$ cat src/rtl/spi_mem_burst_if.sv
// Bus bundle for spi_mem_burst: burst control, beat strobes and read/status returns.
// master drives the burst requests; slave is the memory side.
interface spi_mem_burst_if #(
    parameter int DATA_W = 8,
    parameter int ADDR_W = 4
);
    logic              start;
    logic              stop;
    logic [ADDR_W-1:0] addr_in;
    logic              write;
    logic              read;
    logic              wp;
    logic [DATA_W-1:0] data_in;
    logic [DATA_W-1:0] data_out;
    logic              rd_valid;
    logic              busy;
    logic [ADDR_W:0]   beat_cnt;
    logic              err;
    logic              par_err;

    modport master (
        output start, stop, addr_in, write, read, wp, data_in,
        input  data_out, rd_valid, busy, beat_cnt, err, par_err
    );

    modport slave (
        input  start, stop, addr_in, write, read, wp, data_in,
        output data_out, rd_valid, busy, beat_cnt, err, par_err
    );
endinterface

$ cat src/rtl/spi_mem_burst.sv
// Burst-addressed register memory with an auto-incrementing, wrapping pointer.
// Define SPI_MEM_PARITY_EN to store an even-parity bit per word and flag mismatches on read.
module spi_mem_burst #(
    parameter int DATA_W = 8,
    parameter int ADDR_W = 4
) (
    input logic            clk,
    input logic            rst,
    spi_mem_burst_if.slave bus
);
    localparam int DEPTH = 2 ** ADDR_W;
`ifdef SPI_MEM_PARITY_EN
    localparam int MEM_W = DATA_W + 1;
`else
    localparam int MEM_W = DATA_W;
`endif

    typedef enum logic {IDLE, ACTIVE} state_t;

    state_t                       state_q, state_d;
    logic [DEPTH-1:0][MEM_W-1:0]  mem_q, mem_d;
    logic [ADDR_W-1:0]            ptr_q, ptr_d;
    logic [DATA_W-1:0]            data_out_q, data_out_d;
    logic [ADDR_W:0]              beat_cnt_q, beat_cnt_d;
    logic                         rd_valid_q, rd_valid_d;
    logic                         busy_q, busy_d;
    logic                         err_q, err_d;

    logic                         access, beat;
    logic [ADDR_W-1:0]            beat_addr;
    logic [MEM_W-1:0]             rd_word;

    always_comb begin
        access    = bus.read | bus.write;
        beat      = access & (bus.start | (state_q == ACTIVE));
        beat_addr = bus.start ? bus.addr_in : ptr_q;
        rd_word   = mem_q[beat_addr];

        state_d = state_q;
        if (bus.start)
            state_d = ACTIVE;
        else if (state_q == ACTIVE && bus.stop)
            state_d = IDLE;
        busy_d = (state_d == ACTIVE);

        ptr_d = ptr_q;
        if (beat)
            ptr_d = beat_addr + ADDR_W'(1);
        else if (bus.start)
            ptr_d = bus.addr_in;

        // A start cycle may itself be the first beat of the new burst.
        beat_cnt_d = beat_cnt_q;
        if (bus.start)
            beat_cnt_d = (ADDR_W+1)'(beat);
        else if (beat && beat_cnt_q != (ADDR_W+1)'(DEPTH))
            beat_cnt_d = beat_cnt_q + (ADDR_W+1)'(1);

        rd_valid_d = beat & bus.read;
        data_out_d = rd_valid_d ? rd_word[DATA_W-1:0] : data_out_q;

        // Idle access without start, or a protected write beat.
        err_d = (access & ~beat) | (beat & bus.write & bus.wp);

        mem_d = mem_q;
        if (beat && bus.write && !bus.wp)
`ifdef SPI_MEM_PARITY_EN
            mem_d[beat_addr] = {^bus.data_in, bus.data_in};
`else
            mem_d[beat_addr] = bus.data_in;
`endif
    end

    always_ff @(posedge clk or posedge rst) begin
        if (rst) begin
            state_q    <= IDLE;
            mem_q      <= '0;
            ptr_q      <= '0;
            data_out_q <= '0;
            beat_cnt_q <= '0;
            rd_valid_q <= 1'b0;
            busy_q     <= 1'b0;
            err_q      <= 1'b0;
        end else begin
            state_q    <= state_d;
            mem_q      <= mem_d;
            ptr_q      <= ptr_d;
            data_out_q <= data_out_d;
            beat_cnt_q <= beat_cnt_d;
            rd_valid_q <= rd_valid_d;
            busy_q     <= busy_d;
            err_q      <= err_d;
        end
    end

`ifdef SPI_MEM_PARITY_EN
    logic par_err_q, par_err_d;

    // Stored word includes its parity bit, so a clean word XORs to zero.
    always_comb par_err_d = rd_valid_d & (^rd_word);

    always_ff @(posedge clk or posedge rst) begin
        if (rst) par_err_q <= 1'b0;
        else     par_err_q <= par_err_d;
    end
    assign bus.par_err = par_err_q;
`else
    assign bus.par_err = 1'b0;
`endif

    assign bus.data_out = data_out_q;
    assign bus.rd_valid = rd_valid_q;
    assign bus.busy     = busy_q;
    assign bus.beat_cnt = beat_cnt_q;
    assign bus.err      = err_q;
endmodule

$ cat src/flat_wrapper.sv
// flat-port wrapper written by rule: the top's interface ports become plain ports
module spi_mem_burst_flat 
#(
    parameter int DATA_W = 8,
    parameter int ADDR_W = 4
)
  (clk, rst, bus_start, bus_stop, bus_addr_in, bus_write, bus_read, bus_wp, bus_data_in, bus_data_out, bus_rd_valid, bus_busy, bus_beat_cnt, bus_err, bus_par_err);
  spi_mem_burst_if #(.DATA_W(DATA_W), .ADDR_W(ADDR_W)) bus_i ();
  input logic clk;
  input logic rst;
  input wire logic [$bits(bus_i.start)-1:0] bus_start;
  input wire logic [$bits(bus_i.stop)-1:0] bus_stop;
  input wire logic [$bits(bus_i.addr_in)-1:0] bus_addr_in;
  input wire logic [$bits(bus_i.write)-1:0] bus_write;
  input wire logic [$bits(bus_i.read)-1:0] bus_read;
  input wire logic [$bits(bus_i.wp)-1:0] bus_wp;
  input wire logic [$bits(bus_i.data_in)-1:0] bus_data_in;
  output wire logic [$bits(bus_i.data_out)-1:0] bus_data_out;
  output wire logic [$bits(bus_i.rd_valid)-1:0] bus_rd_valid;
  output wire logic [$bits(bus_i.busy)-1:0] bus_busy;
  output wire logic [$bits(bus_i.beat_cnt)-1:0] bus_beat_cnt;
  output wire logic [$bits(bus_i.err)-1:0] bus_err;
  output wire logic [$bits(bus_i.par_err)-1:0] bus_par_err;
  assign bus_i.start = bus_start;
  assign bus_i.stop = bus_stop;
  assign bus_i.addr_in = bus_addr_in;
  assign bus_i.write = bus_write;
  assign bus_i.read = bus_read;
  assign bus_i.wp = bus_wp;
  assign bus_i.data_in = bus_data_in;
  assign bus_data_out = bus_i.data_out;
  assign bus_rd_valid = bus_i.rd_valid;
  assign bus_busy = bus_i.busy;
  assign bus_beat_cnt = bus_i.beat_cnt;
  assign bus_err = bus_i.err;
  assign bus_par_err = bus_i.par_err;
  spi_mem_burst #(.DATA_W(DATA_W), .ADDR_W(ADDR_W)) u_core (.clk(clk), .rst(rst), .bus(bus_i));
endmodule
$ cat config.mk
export PLATFORM = sky130hd
export DESIGN_NAME = spi_mem_burst_flat
export DESIGN_NICKNAME = d
export VERILOG_FILES = /design/src/rtl/spi_mem_burst_if.sv /design/src/rtl/spi_mem_burst.sv /design/src/flat_wrapper.sv
export SDC_FILE = /design/constraint.sdc
export NUM_CORES = 1
export LEC_CHECK = 0
export BUFFER_PORTS_ARGS = -buffer_cell sky130_fd_sc_hd__buf_4
export CAP_MARGIN = 15
export CORE_UTILIZATION = 50
export DETAILED_ROUTE_END_ITERATION = 6
export HOLD_SLACK_MARGIN = 0.02
export PLACE_DENSITY = 0.69
export SETUP_SLACK_MARGIN = 0.05
export SYNTH_ARGS = -nofsm -noshare
export SYNTH_HDL_FRONTEND = slang
export SYNTH_SLANG_ARGS = --single-unit
$ cat constraint.sdc
create_clock -name clk -period 4.8 [get_ports clk]
set_clock_uncertainty 0.15 [all_clocks]
set_input_delay 0.24 -clock clk [delete_from_list [all_inputs] [get_ports clk]]
set_output_delay 0.24 -clock clk [all_outputs]
set_load 0.02 [all_outputs]
==> Word level (Yosys, flattened, before mapping) <==
Index checks and enable logic that the tools add are counted.
{ "word_totals": {"out_inout_bits": 17, "wordCells": 55, "inputBits": 19, "ff_bits": 148} }
{ "op_classes": {"bitwise": 9, "n_reduce_logical": 8, "magnitude_cmp": 2, "n_mux": 11, "n_addsub": 2, "eq_ne": 1} }
{ "op_table": {"columns": ["cell", "n"], "rows": [
  ["128-bit bitwise mux", 1],
  ["8-bit binary-select mux with 4-bit select", 1],
  ["8-bit demux with 4-bit select", 1],
  ["8-bit two-way mux", 2],
  ["5-bit two-way mux", 2],
  ["4-bit two-way mux", 2],
  ["5-bit by 1-bit adder with 5-bit output, second input constant", 1],
  ["1-bit bitwise AND", 5],
  ["1-bit logical AND", 5],
  ["4-bit by 5-bit less-than comparator with 1-bit output, second input constant", 1],
  ["5-bit != test, second input constant", 1],
  ["4-bit by 1-bit adder with 4-bit output, second input constant", 1],
  ["4-bit by 1-bit >= comparator with 1-bit output, second input constant", 1],
  ["2-bit nonzero test", 2],
  ["1-bit bitwise OR", 3],
  ["1-bit two-way mux", 2],
  ["1-bit logical NOT", 1],
  ["1-bit inverter", 1]
]} }

==> Logic depth before layout (Yosys ltp) <==
{ "depth": {"depth_word": 6, "ltp_mapped": 11, "depth_no_buf": 7} }

==> Worst setup path before layout <==
Ideal clock, no wire load.
{ "synth_timing": {"path_kind": "reg2reg", "startpoint": "register u_core.ptr_q[1]", "endpoint": "register u_core.mem_q[24] (netlist name)", "synth_period_minus_slack_ns": 2.537, "setup_time_ns": 0.125, "t_required_ns": 4.525, "slack_ns": 2.263, "stages_incl_launch_ff": 11, "arrival_ns": 2.263, "cell_sequence": "dfrtp_1 -> clkbuf_1 -> mux2i_4 -> inv_1 -> buf_4 -> buf_2 -> ha_1 -> and2_1 -> clkbuf_1 -> nand2_1 -> mux2_2"} }
{ "synth_via": {"elab_chain_len": 6} }
{ "synth_lines": {"columns": ["item", "line_no", "rtl"], "rows": [
  ["from (decl)", "spi_mem_burst.sv:22", "logic [ADDR_W-1:0] ptr_q, ptr_d;"],
  ["from (signal assigned)", "spi_mem_burst.sv:87", "ptr_q <= ptr_d;"],
  ["4-bit two-way mux *", "spi_mem_burst.sv:36", "beat_addr = bus.start ? bus.addr_in : ptr_q;"],
  ["4-bit by 5-bit less-than comparator with 1-bit output (not written as such) or 4-bit by 1-bit >= comparator with 1-bit output (tied branches)", "spi_mem_burst.sv:70", "mem_d[beat_addr] = bus.data_in;"],
  ["1-bit logical AND (not written as such)", "spi_mem_burst.sv:70", null],
  ["8-bit two-way mux (not written as such)", "spi_mem_burst.sv:70", null],
  ["8-bit demux with 4-bit select *", null, null],
  ["128-bit bitwise mux *", "spi_mem_burst.sv:70", null],
  ["to (signal assigned)", "spi_mem_burst.sv:86", "mem_q <= mem_d;"],
  ["to (decl)", "spi_mem_burst.sv:21", "logic [DEPTH-1:0][MEM_W-1:0] mem_q, mem_d;"]
]} }
Mark *: on every way between the ends. The rest lies on a longest branch, timed or not.
A chain may end at the register's enable or synchronous reset.

==> Worst setup path in the final report <==
{ "layout_timing": {"startpoint": "register u_core.ptr_q[0]", "endpoint": "register u_core.mem_q[90] (netlist name)"} }
The elaborated chain is that of the path after synthesis.

==> flow_metrics.tcl <==
set metrics [dict create \
    status "finished, final reports clean" \
    avgSynthCellArea_sq_um 12.0 \
    numCtsBuffers 17 \
    path_class "reg2reg" \
    grt.overflow.total 0 \
    layout.nets 654 \
    seqPwrFrac 0.440 \
    setup_viol 0 \
    gr-usage-all-layers 0.268 \
    drt-pass1-iter-count 5 \
    drv_cap 0 \
    crit_fanout 39 \
    fin_hold_ws_ps 54.8 \
    hold_class "in2reg" \
    slew_violations 0 \
    cpPeakStageDelay_ps 840 \
    synthesis.nets 629 \
    ctsHoldBuffers 6 \
    grt_pass1_wl_mm 28.9 \
    max_slew_margin 0.299 \
    layout_setup_ws_ps 1540 \
    fp.dieH_um 122 \
    clock_latency_ps 430 \
    p_int_mw 3.29 \
    die_area_sq_um 15000 \
    pwr_density_cell_nw_per_um2 563 \
    fp-row-count 43 \
    area_growth_pct 14.1 \
    min_period_over_period 0.679 \
    switching_share 0.295 \
    post_cts_resized 0 \
    synth_area_leaders "dfrtp_1 (51%), mux2_2 (20%), mux4_2 (4.0%)" \
    final_cells 821 \
    drtAntennaViolNets 0 \
    yosysTopAreaCellShare 0.511 \
    via_count 5066 \
    drive_gt1_frac 0.340 \
    grt_pass1_vias 5118 \
    clock-sinks 148 \
    worstPathCellList "mux2i_4 -> inv_2 -> ha_1 -> and2_1 -> nand2_1 -> mux2_2" \
    clk_pin_slew_worst_paths_ps 60 \
    hpwlAfterDp_mm 11.7 \
    post-cts-setup-buffer-count 0 \
    wl_per_cell_um 22.3 \
    period_minus_slack_ps 3260 \
    ys_async_sr_fraction 1.00 \
    final_common_cell "dfrtp_1" \
    tightest_slew_ps 1050 \
    critPathCaptureType "register" \
    seq_area_frac_synth 0.511 \
    timing.fmax_ghz 0.307 \
    peakVddDrop_v 0.000372 \
    ys.flop_type "dfrtp_1" \
    syn-cell-area_sq_um 7250 \
    cts-root-buf "clkbuf_16" \
    place_inst 784 \
    grt_max_degree 103 \
    place.gp.congestion 0.844 \
    wl_mm 18.3 \
    critPathLaunchType "register" \
    rsz0062_at_grt "no" \
    nFillCells 1144 \
    postSynthCellCount 604 \
    place_area_sq_um 7590 \
    p_comb_frac 0.255 \
    synth_warnings 0 \
    synth_cell_types 56 \
    drt_iter0_markers 426 \
    detailedPlace.worstSlack_ps 1560 \
    io_pins 36 \
    die_w_um 122 \
    setup_tns_ps 0 \
    final_cell_mix "dfrtp_1 (148), mux2_2 (129), nand2_1 (46), nor2_1 (43), buf_4 (39)" \
    tritoncts "built" \
    portBuffers 34 \
    cts_buffer_depth 2 \
    switchingPower_mw 1.37 \
    start_util 0.517 \
    critPathSlowestCell "dfrtp_1" \
    final_cell_area_sq_um 8280 \
    via_per_inst 6.17 \
    synth_edf_count 0 \
    hold_viol 0 \
    ys_ff_latch 148 \
    antenna_cells 0 \
    arrival_ps 3420 \
    htreeDepth 4 \
    leakage_nw 3.76 \
    core-area_sq_um 14000 \
    antenna_found_initial 0 \
    worst-endpoint-required_ps 4960 \
    drc_errors 0 \
    clkPwrFrac 0.305 \
    post-synth-top-area-cell "dfrtp_1" \
]
==> cell usage after synthesis (4+ instances only) <==
| cell type | n |
|---|---|
| xor2_1 | 4 |
| a32oi_1 | 4 |
| o211ai_1 | 6 |
| nor2_1 | 43 |
| mux2i_1 | 5 |
| mux4_2 | 13 |
| o22ai_1 | 7 |
| nand2_1 | 46 |
| a21oi_1 | 27 |
| o21ai_0 | 24 |
| dfrtp_1 | 148 |
| nand2b_1 | 5 |
| nor2b_1 | 10 |
| o221ai_1 | 4 |
| inv_1 | 13 |
| and2_1 | 6 |
| a22oi_1 | 4 |
| a31oi_1 | 5 |
| ha_1 | 6 |
| clkbuf_1 | 21 |
| a211oi_1 | 7 |
| buf_2 | 11 |
| o22a_1 | 4 |
| mux2_2 | 129 |
==> layer usage <==
| layer | global-route usage | vias up | wire [um] |
|---|---|---|---|
| li1 | - | 2251 | - |
| met1 | 0.348 | 2614 | 8000 |
| met2 | 0.425 | 166 | 8830 |
| met3 | 0.0739 | 35 | 1070 |
| met4 | 0.107 | 0 | 391 |
| met5 | 0 | - | 0 |
==> final timing paths <==
kind                                        start                endpoint  slack (ps)  cells after the start
worst max-delay path              u_core.ptr_q[0]        u_core.mem_q[90]        1540                      6
worst min-delay path                     bus_read  u_core.bus.beat_cnt[0]          50                      5
worst max register to register    u_core.ptr_q[0]        u_core.mem_q[90]        1540                      6
worst min register to register  u_core.mem_q[121]       u_core.mem_q[121]         350                      1
max in group asynchronous                     rst        u_core.mem_q[96]        2950                      4
min in group asynchronous                     rst         u_core.mem_q[2]         400                      3
==> sequential cells by signal, indices dropped and copies added, names as in the netlist <==
register and cells:
u_core.bus.rd_valid 1, u_core.bus.data_out 8, u_core.bus.beat_cnt 5, u_core.bus.err 1
u_core.mem_q 128, u_core.state_q 1, u_core.ptr_q 4
==> metrics by stage <==
stage               total power [mW]  utilization
floorplan                       2.89            -
global placement                3.17        0.540
detailed placement              3.24        0.540
CTS                             4.67        0.590
global route                    4.90        0.590
finish                          4.66        0.590
==> worst max-delay path: cells and delay by family (launching register included) <==
family	cells	cell delay, ps
AND/OR/NAND/NOR	2	540
flip-flops	1	840
adder cells (fa/ha/maj)	1	310
multiplexers	2	530
buffers and inverters	1	740
==> logic make-up after synthesis <==
family	after synthesis	share of synthesized area
fa+ha+maj	6	0.0103
xor+xnor	6	0.00725
flops	148	0.511
compound gates	113	0.104
simple gates	126	0.0781
other cells	1	0.000517
mux	150	0.255
buf+inv	54	0.0340
==> final cells by class <==
cell class | count | area [sq um] | share of cell area
well taps | 180 | 225 | 0.0272
repair buffers | 45 | 353 | 0.0426
clock buffers | 20 | 457 | 0.0552
clock inverters | 11 | 176 | 0.0213
multi-input cells | 402 | 3300 | 0.399
inverters | 15 | 61.3 | 0.00741
flip-flops and latches | 148 | 3700 | 0.447
==> power by group through the flow <==
| stage | clock network [mW] | registers [mW] | logic [mW] |
|---|---|---|---|
| global route | 1.50 | 2.11 | 1.29 |
| finish | 1.42 | 2.05 | 1.19 |
| floorplan | 0 | 1.97 | 0.921 |
| global placement | 0 | 2.03 | 1.14 |
| detailed placement | 0 | 2.06 | 1.18 |
| CTS | 1.44 | 2.04 | 1.19 |
Power figures use the tool's default switching activity.
